File: src/rtl/fifo_wr_arbiter.sv
// fifo_wr_arbiter: round-robin write arbiter for NREQ producers feeding one
// synchronous LUTRAM FIFO of DEPTH entries.
//
// Occupancy tracks accepted entries, including the one still in the write
// register, so the FIFO can never be overrun even though the write lags the
// accept by one cycle. A dequeue in the same cycle frees a slot immediately.
//
// Optional feature: define FIFO_ARB_STATS_EN to build the per-producer
// saturating grant counters; otherwise grant_cnt is tied to zero.

module fifo_wr_arbiter #(
   parameter int unsigned NREQ   = 4,
   parameter int unsigned DWIDTH = 32,
   parameter int unsigned DEPTH  = 64
) (
   input  logic                           clk,
   input  logic                           rstn,
   input  logic [NREQ-1:0]                req_valid,
   input  logic [NREQ-1:0][DWIDTH-1:0]    req_data,
   output logic [NREQ-1:0]                req_ready,
   output logic [DWIDTH-1:0]              fifo_din,
   output logic                           fifo_we,
   input  logic                           fifo_re,
   input  logic                           fifo_full,
   output logic [$clog2(DEPTH):0]         occupancy,
   output logic [$clog2(NREQ)-1:0]        grant_id,
   output logic [NREQ-1:0][15:0]          grant_cnt
);

   localparam int unsigned IDW = $clog2(NREQ);
   localparam int unsigned OCW = $clog2(DEPTH) + 1;
   localparam logic [OCW-1:0] DEPTH_V = OCW'(DEPTH);
   localparam logic [IDW:0]   NREQ_V  = (IDW + 1)'(NREQ);
   localparam logic [IDW-1:0] LAST_V  = IDW'(NREQ - 1);

   // Elaboration-time parameter sanity checks.
   if (NREQ < 2 || NREQ > 8) begin : g_bad_nreq
      $error("fifo_wr_arbiter: NREQ must be in 2..8");
   end
   if (DEPTH < 2 || (DEPTH & (DEPTH - 1)) != 0) begin : g_bad_depth
      $error("fifo_wr_arbiter: DEPTH must be a power of two");
   end

   // State
   logic [IDW-1:0]    rr_q, rr_d;
   logic [OCW-1:0]    occ_q, occ_d;
   logic [DWIDTH-1:0] din_q, din_d;
   logic              we_q, we_d;
   logic [IDW-1:0]    grant_q, grant_d;

   // Arbitration signals
   logic              re_ok;
   logic [OCW-1:0]    occ_eff;
   logic              space;
   logic              found;
   logic [IDW-1:0]    win;
   logic [IDW:0]      scan_sum;
   logic              accept;

   // A dequeue only counts when something is actually held; this keeps the
   // counter from wrapping below zero even if the consumer misbehaves.
   assign re_ok   = fifo_re && (occ_q != '0);
   assign occ_eff = occ_q - OCW'(re_ok);
   assign space   = (occ_eff < DEPTH_V);

   // Round-robin search: first valid producer at or after rr, wrapping.
   always_comb begin
      found    = 1'b0;
      win      = rr_q;
      scan_sum = '0;
      for (int unsigned off = 0; off < NREQ; off++) begin
         scan_sum = {1'b0, rr_q} + (IDW + 1)'(off);
         if (scan_sum >= NREQ_V) begin
            scan_sum = scan_sum - NREQ_V;
         end
         if (!found && req_valid[scan_sum[IDW-1:0]]) begin
            found = 1'b1;
            win   = scan_sum[IDW-1:0];
         end
      end
   end

   // Accept is masked by rstn so req_ready reads all-zero during reset.
   assign accept = found && space && rstn;

   // One-hot ready towards the winning producer.
   always_comb begin
      req_ready = '0;
      if (accept) begin
         req_ready[win] = 1'b1;
      end
   end

   // Next-state: pointer, grant id, write register and occupancy.
   always_comb begin
      rr_d    = rr_q;
      grant_d = grant_q;
      din_d   = din_q;
      we_d    = 1'b0;
      occ_d   = occ_q;

      if (accept) begin
         rr_d    = (win == LAST_V) ? '0 : win + IDW'(1);
         grant_d = win;
         din_d   = req_data[win];
         we_d    = 1'b1;
      end

      unique case ({accept, re_ok})
         2'b10: begin
            if (occ_q != DEPTH_V) begin
               occ_d = occ_q + OCW'(1);
            end
         end
         2'b01:   occ_d = occ_q - OCW'(1);
         default: occ_d = occ_q;
      endcase
   end

   // State registers; reset also drops any accept in flight.
   always_ff @(posedge clk or negedge rstn) begin
      if (!rstn) begin
         rr_q    <= '0;
         grant_q <= '0;
         din_q   <= '0;
         we_q    <= 1'b0;
         occ_q   <= '0;
      end else begin
         rr_q    <= rr_d;
         grant_q <= grant_d;
         din_q   <= din_d;
         we_q    <= we_d;
         occ_q   <= occ_d;
      end
   end

   assign fifo_din  = din_q;
   assign fifo_we   = we_q;
   assign occupancy = occ_q;
   assign grant_id  = grant_q;

`ifdef FIFO_ARB_STATS_EN
   logic [15:0] cnt_q [NREQ];

   for (genvar i = 0; i < NREQ; i++) begin : g_cnt
      // Saturating per-producer grant counter.
      always_ff @(posedge clk or negedge rstn) begin
         if (!rstn) begin
            cnt_q[i] <= '0;
         end else if (accept && (win == IDW'(i)) && (cnt_q[i] != 16'hFFFF)) begin
            cnt_q[i] <= cnt_q[i] + 16'd1;
         end
      end
      assign grant_cnt[i] = cnt_q[i];
   end
`else
   assign grant_cnt = '0;
`endif

   // Simulation checks on the consumer and FIFO handshake.
   a_no_write_when_full : assert property (
      @(posedge clk) disable iff (!rstn) !(fifo_we && fifo_full))
      else $error("fifo_wr_arbiter: fifo_we asserted while fifo_full is high");

   a_consumer_underflow : assert property (
      @(posedge clk) disable iff (!rstn) fifo_re |-> (occupancy != '0))
      else $error("fifo_wr_arbiter: consumer underflow, fifo_re with occupancy 0");

   a_ready_onehot : assert property (
      @(posedge clk) disable iff (!rstn) $onehot0(req_ready))
      else $error("fifo_wr_arbiter: req_ready not one-hot");

   a_occ_bound : assert property (
      @(posedge clk) disable iff (!rstn) occupancy <= DEPTH_V)
      else $error("fifo_wr_arbiter: occupancy above DEPTH");

endmodule

File: config.mk
export PLATFORM = sky130hd
export DESIGN_NAME = fifo_wr_arbiter
export DESIGN_NICKNAME = d
export VERILOG_FILES = /design/src/rtl/fifo_wr_arbiter.sv
export SDC_FILE = /design/constraint.sdc
export NUM_CORES = 1
export LEC_CHECK = 0
export CORE_UTILIZATION = 35
export CTS_CLUSTER_SIZE = 24
export DETAILED_ROUTE_END_ITERATION = 16
export HOLD_SLACK_MARGIN = 0.06
export PLACE_DENSITY = 0.82
export SKIP_CTS_REPAIR_TIMING = 1
export SLEW_MARGIN = 15
export SYNTH_ARGS = -nofsm -noshare
export SYNTH_HDL_FRONTEND = slang
export SYNTH_SLANG_ARGS = --single-unit
File: constraint.sdc
create_clock -name clk -period 3.75 [get_ports clk]
set_clock_uncertainty 0.15 [all_clocks]
set_input_delay 0.375 -clock clk [delete_from_list [all_inputs] [get_ports clk]]
set_output_delay 0.375 -clock clk [all_outputs]
set_load 0.01 [all_outputs]
======== Word level (Yosys, flattened, before mapping) ========
Index checks and enable logic that the tools add are counted.
Widths: inputs -> output; s select.
word-level totals
  bits of input ports ..................... 136
  RAM bits ................................ 0
  bits in read-only memories .............. 0
  word-level logic and storage cells ...... 74
  flip-flop bits (word level) ............. 44
  output and inout port bits .............. 110
  latch bits .............................. 0
  memories ................................ 0
cells by class
  equal/unequal tests ..................... 5
  $add $sub $neg .......................... 11
  multiplexer cells ....................... 29
  multipliers ............................. 0
  bitwise logic cells ..................... 0
  reduce and logical (&&, ||, !) cells .... 13
  shift-type cells ........................ 0
  divide/modulo/power cells ............... 0
  order comparisons ....................... 11
operator list
  operator             number
  $bmux 32 s2          1
  $mux 32              1
  $mux 2               9
  $lt 2x3->1 const B   5
  $pmux 7 s2           1
  $mux 1               10
  $ge 3x3->1 const B   3
  $bmux 1 s2           4
  $sub 2x1->2 const B  4
  $add 7x1->7 const B  1
  $logic_and 1x1->1    7
  $lt 7x7->1 const B   1
  $mux 7               1
  $ne 7x7->1 const B   1
  $reduce_bool 7->1    1
  $sub 7x1->7          1
  $sub 7x1->7 const B  1
  $add 2x2->3 const B  2
  $eq 2x2->1 const B   2
  $mux 4               1
  $add 2x1->3 const B  1
  $ge 2x3->1 const B   1
  $logic_not 1->1      3
  $add 2x1->2 const B  1
  6 further kinds      6

======== Longest topological paths before layout ========
  depth in word-level cells ............... 19
  gate-level depth with buffers ........... 13
  depth with buffers taken out ............ 13

======== Worst setup path before layout ========
No wires, ideal clock.
  path type ............................... input to register
  from .................................... input port req_valid[2]
  to ...................................... register occ_q[6], in the netlist occupancy[6]
  stages on the path ...................... 12
  path slack .............................. 1.007 ns
  arrival time ............................ 2.503 ns
  data required time ...................... 3.510 ns
  cell sequence ........................... o41ai_4 > o21ai_0 > nand2_1 > nand2_1 > inv_1 > ha_1 > nor2b_1 > o31a_1 > o21ai_1 > nand2b_1 > or4_1 > o2111ai_1
between the ends
  cells in the longest elaborated chain, start to end .. 17
  elaborated cells on any way between the ends .. 26
  those cells by class .................... 3 x eq/ne; 13 x mux; 10 x reduce/logical
RTL lines
  what                                                                     RTL line  source
  start, declared                                                          18        input logic [NREQ-1:0] req_valid,
  $bmux 1 s2                                                               76        if (!found && req_valid[scan_sum[IDW-1:0]]) begin
  $mux 1 (not written as such)                                             76
  $mux 1                                                                   76
  $logic_not 1->1                                                          76
  $logic_and 1x1->1                                                        76
  $mux 1                                                                   76
  $logic_not 1->1                                                          76
  $logic_and 1x1->1                                                        76
  $mux 1                                                                   76
  $logic_not 1->1                                                          76
  $logic_and 1x1->1                                                        76
  $mux 1 (*)                                                               76
  $logic_and 1x1->1 (*) (2 in series)                                      84        assign accept = found && space && rstn;
  $eq 2x2->1 / $eq 2x1->1 (equally long branches)                          109       unique case ({accept, re_ok})
  $ne 2x2->1 (no source line) / $reduce_bool 2->1 (equally long branches)  --
  $reduce_and 2->1 (no source line)                                        --
  end signal, assigned                                                     127       occ_q <= '0;
  end signal, assigned                                                     133       occ_q <= occ_d;
  end, declared                                                            46        logic [OCW-1:0] occ_q, occ_d;
Mark *: on every way between the ends. The rest lies on a longest branch, timed or not. The select of a mux whose other input is x is not followed.
A chain may end at the register's enable or synchronous reset.

======== Worst setup path after layout ========
  from .................................... input port req_valid[3]
  to ...................................... register occ_q[6], in the netlist occupancy[6]
The elaborated chain is that of the path after synthesis.

==> metrics.md <==
| Metric | Value |
|---|---|
| CTS tree | `done` |
| Unique masters post-synth | `37` |
| Routed vias | `3,080` |
| Period utilization | `88.70%` |
| Sequential element share of the synthesized area | `32.68%` |
| Relative slew slack | `51.51%` |
| Worst R2R Start | `occupancy[3]$_DFFE_PN0P_` |
| R2r endpoint | `occupancy[6]$_DFFE_PN0P_` |
| # clock sinks | `44` |
| Worst-Margin Slew | `724.8 ps` |
| Area Overhead vs Synth | `51.95%` |
| Setup ws final | `423.9 ps` |
| Die area | `10,020 um2` |
| Synth area leader | `dfrtp_1` |
| Area contributors post-synth | `dfrtp_1, mux2i_1, buf_4, o221ai_1, nand2_1` |
| CP most frequent cell | `nand2_1` |
| Bufs and invs on worst path | `2` |
| Final Hold Fails | `0` |
| Yosys warning total | `0` |
| WP data arrival | `3380 ps` |
| FF+latch count, synth | `44` |
| Reg2reg setup slack | `820 ps` |
| Most frequent cells in the layout | `clkdlybuf4s50_1, mux2i_1, conb_1, nand2_1, dfrtp_1` |
| EDFF count, synth | `0` |
| Crit path largest cell delay | `550 ps` |
| Syn Area/Cell | `9.795 um2` |
| First-pass GRT wire length | `14,320 um` |
| IO buf count | `180` |
| Most common cell after layout, fill and taps aside | `clkdlybuf4s50_1` |
| Fill cells | `853` |
| Period minus WS final | `3326 ps` |
| GRT Total Usage | `18.25%` |
| Antenna cells | `0` |
| Core Region | `9284 um2` |
| CP delay by family, top | `compound AO/OA/AOI/OAI gates` |
| Leakage | `2.317 nW` |
| Longest Clk Path Bufs | `2` |
| Worst vdd ir | `0.3078 mV` |
| Vias in the first global route | `2,984` |
| Largest net degree at the start of global routing | `46` |
| Routability Congestion | `0.8161` |
| Post-layout net count | `664` |
| Worst setup slack after placement | `178.0 ps` |
| Top Ports | `246` |
| Worst-Skew Late Latency | `290 ps` |
| Synth Flop Type | `dfrtp_1` |
| Worst-path clk slew | `80 ps` |
| Initial cell density of the core | `36.29%` |
| DIE WIDTH | `100.1 um` |
| Worst R2R Path Depth | `13` |
| Vias per inst | `4.753` |
| TNS Setup | `0 ps` |
| Status | `complete, no violations` |
| Slowest CP cell | `clkdlybuf4s50_1` |
| Routed Antenna Nets | `0` |
| Post-layout util | `55.15%` |
| GR Overflow Total | `0` |
| Antenna violations before repair | `0` |
| Post-synth top area share | `32.68%` |
| DRT Pass-1 Iters | `4` |
| Hold Crit Class | `input port to async pin` |
| Synth Cell Area | `3369 um2` |
| Req. time, crit path | `3800 ps` |
| PwrDens | `611.3 nW/um2` |
| Detailed placer's ending HPWL | `7526 um` |
| Unrepaired setup endpoints after global routing | `false` |
| CTS Buf Count | `5` |
| Synth async-reset ratio | `100.0%` |
| Setup violations, final | `0` |
| Max Fclk | `300.7 MHz` |
| Critical Path Start Type | `input port` |
| FF+latch area | `1101 um2` |
| CP Capture Type | `flip-flop` |
| Largest fanout on the critical path | `7` |
| Root buffer cell | `clkbuf_8` |
| DRT iter0 DRCs | `57` |
| Max Cap Violations | `0` |
| Crit Path Category | `input port to flip-flop` |
| Share of cells above drive strength 1 | `4.432%` |
| Die H | `100.1 um` |
| Drc violations | `0` |
| Post-Syn Instances | `344` |
| Pins over their slew limit | `0` |
| H-tree depth | `2` |
| Crit-path cells | `clkdlybuf4s50_1 -> o41ai_4 -> o21ai_0 -> nand2_1 -> nand2_1 -> inv_1 -> ha_1 -> nor2b_1 -> o31a_1 -> o21ai_1 -> nand2b_1 -> or4_1 -> o2111ai_1` |
| Final wirelength | `9683 um` |
| # rows | `35` |
| Routed length per instance | `14.94 um` |
| Multi-input gate area | `1882 um2` |
## routing by layer
metal  vias to the layer above  share of wire, %  track usage (%)
met5                         -                 0                0
met4                         0               1.1            4.905
met3                        12               8.1            5.292
met2                       148                54            34.96
met1                      1470                37            19.41
li1                       1450                 -                -
## worst reg2reg max path, stage by stage, from the launching register on
cell	delay, ps
dfrtp_1	430
nor2_1	150
nand3_1	130
o21ai_0	200
nand2_1	70
nand2_1	90
inv_1	110
ha_1	330
nor2b_1	160
o31a_1	260
o21ai_1	130
nand2b_1	120
or4_1	420
o2111ai_1	100
## cell usage after synthesis, drive strengths merged, types with 4 or more instances
cell type	count
a21oi	8
o21ai	8
buf	79
and2	4
nor2	5
mux2i	65
nand2	47
ha	9
xnor2	4
mux2	4
inv	9
dfrtp	44
o221ai	33
## metrics by stage
stage | hold slack [ps] | power (mW) | area, um2 | std cells
2_1_floorplan | -70.59 | 2.020 | 3606 | 407
3_3_place_gp | 317.3 | 2.714 | 5012 | 640
3_5_place_dp | 324.2 | 2.787 | 5012 | 640
4_1_cts | 104.2 | 3.163 | 5120 | 648
5_1_grt | 134.5 | 3.363 | 5120 | 648
6_report | 86.08 | 3.130 | 5120 | 648
## how the worst max path moves through the flow
stage / cells after the start / to / slack (ps) / start
after floorplan: 12 / occupancy[6]$_DFFE_PN0P_ / 1010 / req_valid[2]
after global placement: 13 / occupancy[6]$_DFFE_PN0P_ / 290 / req_valid[3]
after detailed placement: 13 / occupancy[6]$_DFFE_PN0P_ / 180 / req_valid[3]
after CTS: 13 / occupancy[6]$_DFFE_PN0P_ / 480 / req_valid[3]
after global routing: 13 / occupancy[6]$_DFFE_PN0P_ / 230 / req_valid[3]
final: 13 / occupancy[6]$_DFFE_PN0P_ / 420 / req_valid[3]
## flip-flops by register name, summed over array words and instances, names as in the netlist
name	flops
fifo_we	1
grant_id	2
rr_q	2
occupancy	7
fifo_din	32
## kinds of logic (layout without fill, tap and decap cells)
group	Yosys count	count (layout)	synth area share, %
compound gates	59	59	14.26
flops	44	44	32.68
fa+ha+maj	10	10	3.936
other cells	1	64	0.1113
buf+inv	90	202	18.72
mux	69	69	20.65
xor+xnor	4	4	1.040
simple gates	67	67	8.615
## area by class of cell
class | count | share of cell area (%)
multi-input combinational | 273 | 36.75
sequential | 44 | 21.51
clock inverter | 2 | 0.6843
tap | 129 | 3.152
timing repair buffer | 185 | 35.83
inverter | 9 | 0.6598
clock buffer | 6 | 1.417
## where the power goes
| part | switching [mW] | internal, mW |
|---|---|---|
| combinational | 0.884 | 1.01 |
| clock | 0.166 | 0.198 |
| sequential | 0.166 | 0.708 |
Power figures use the tool's default switching activity.
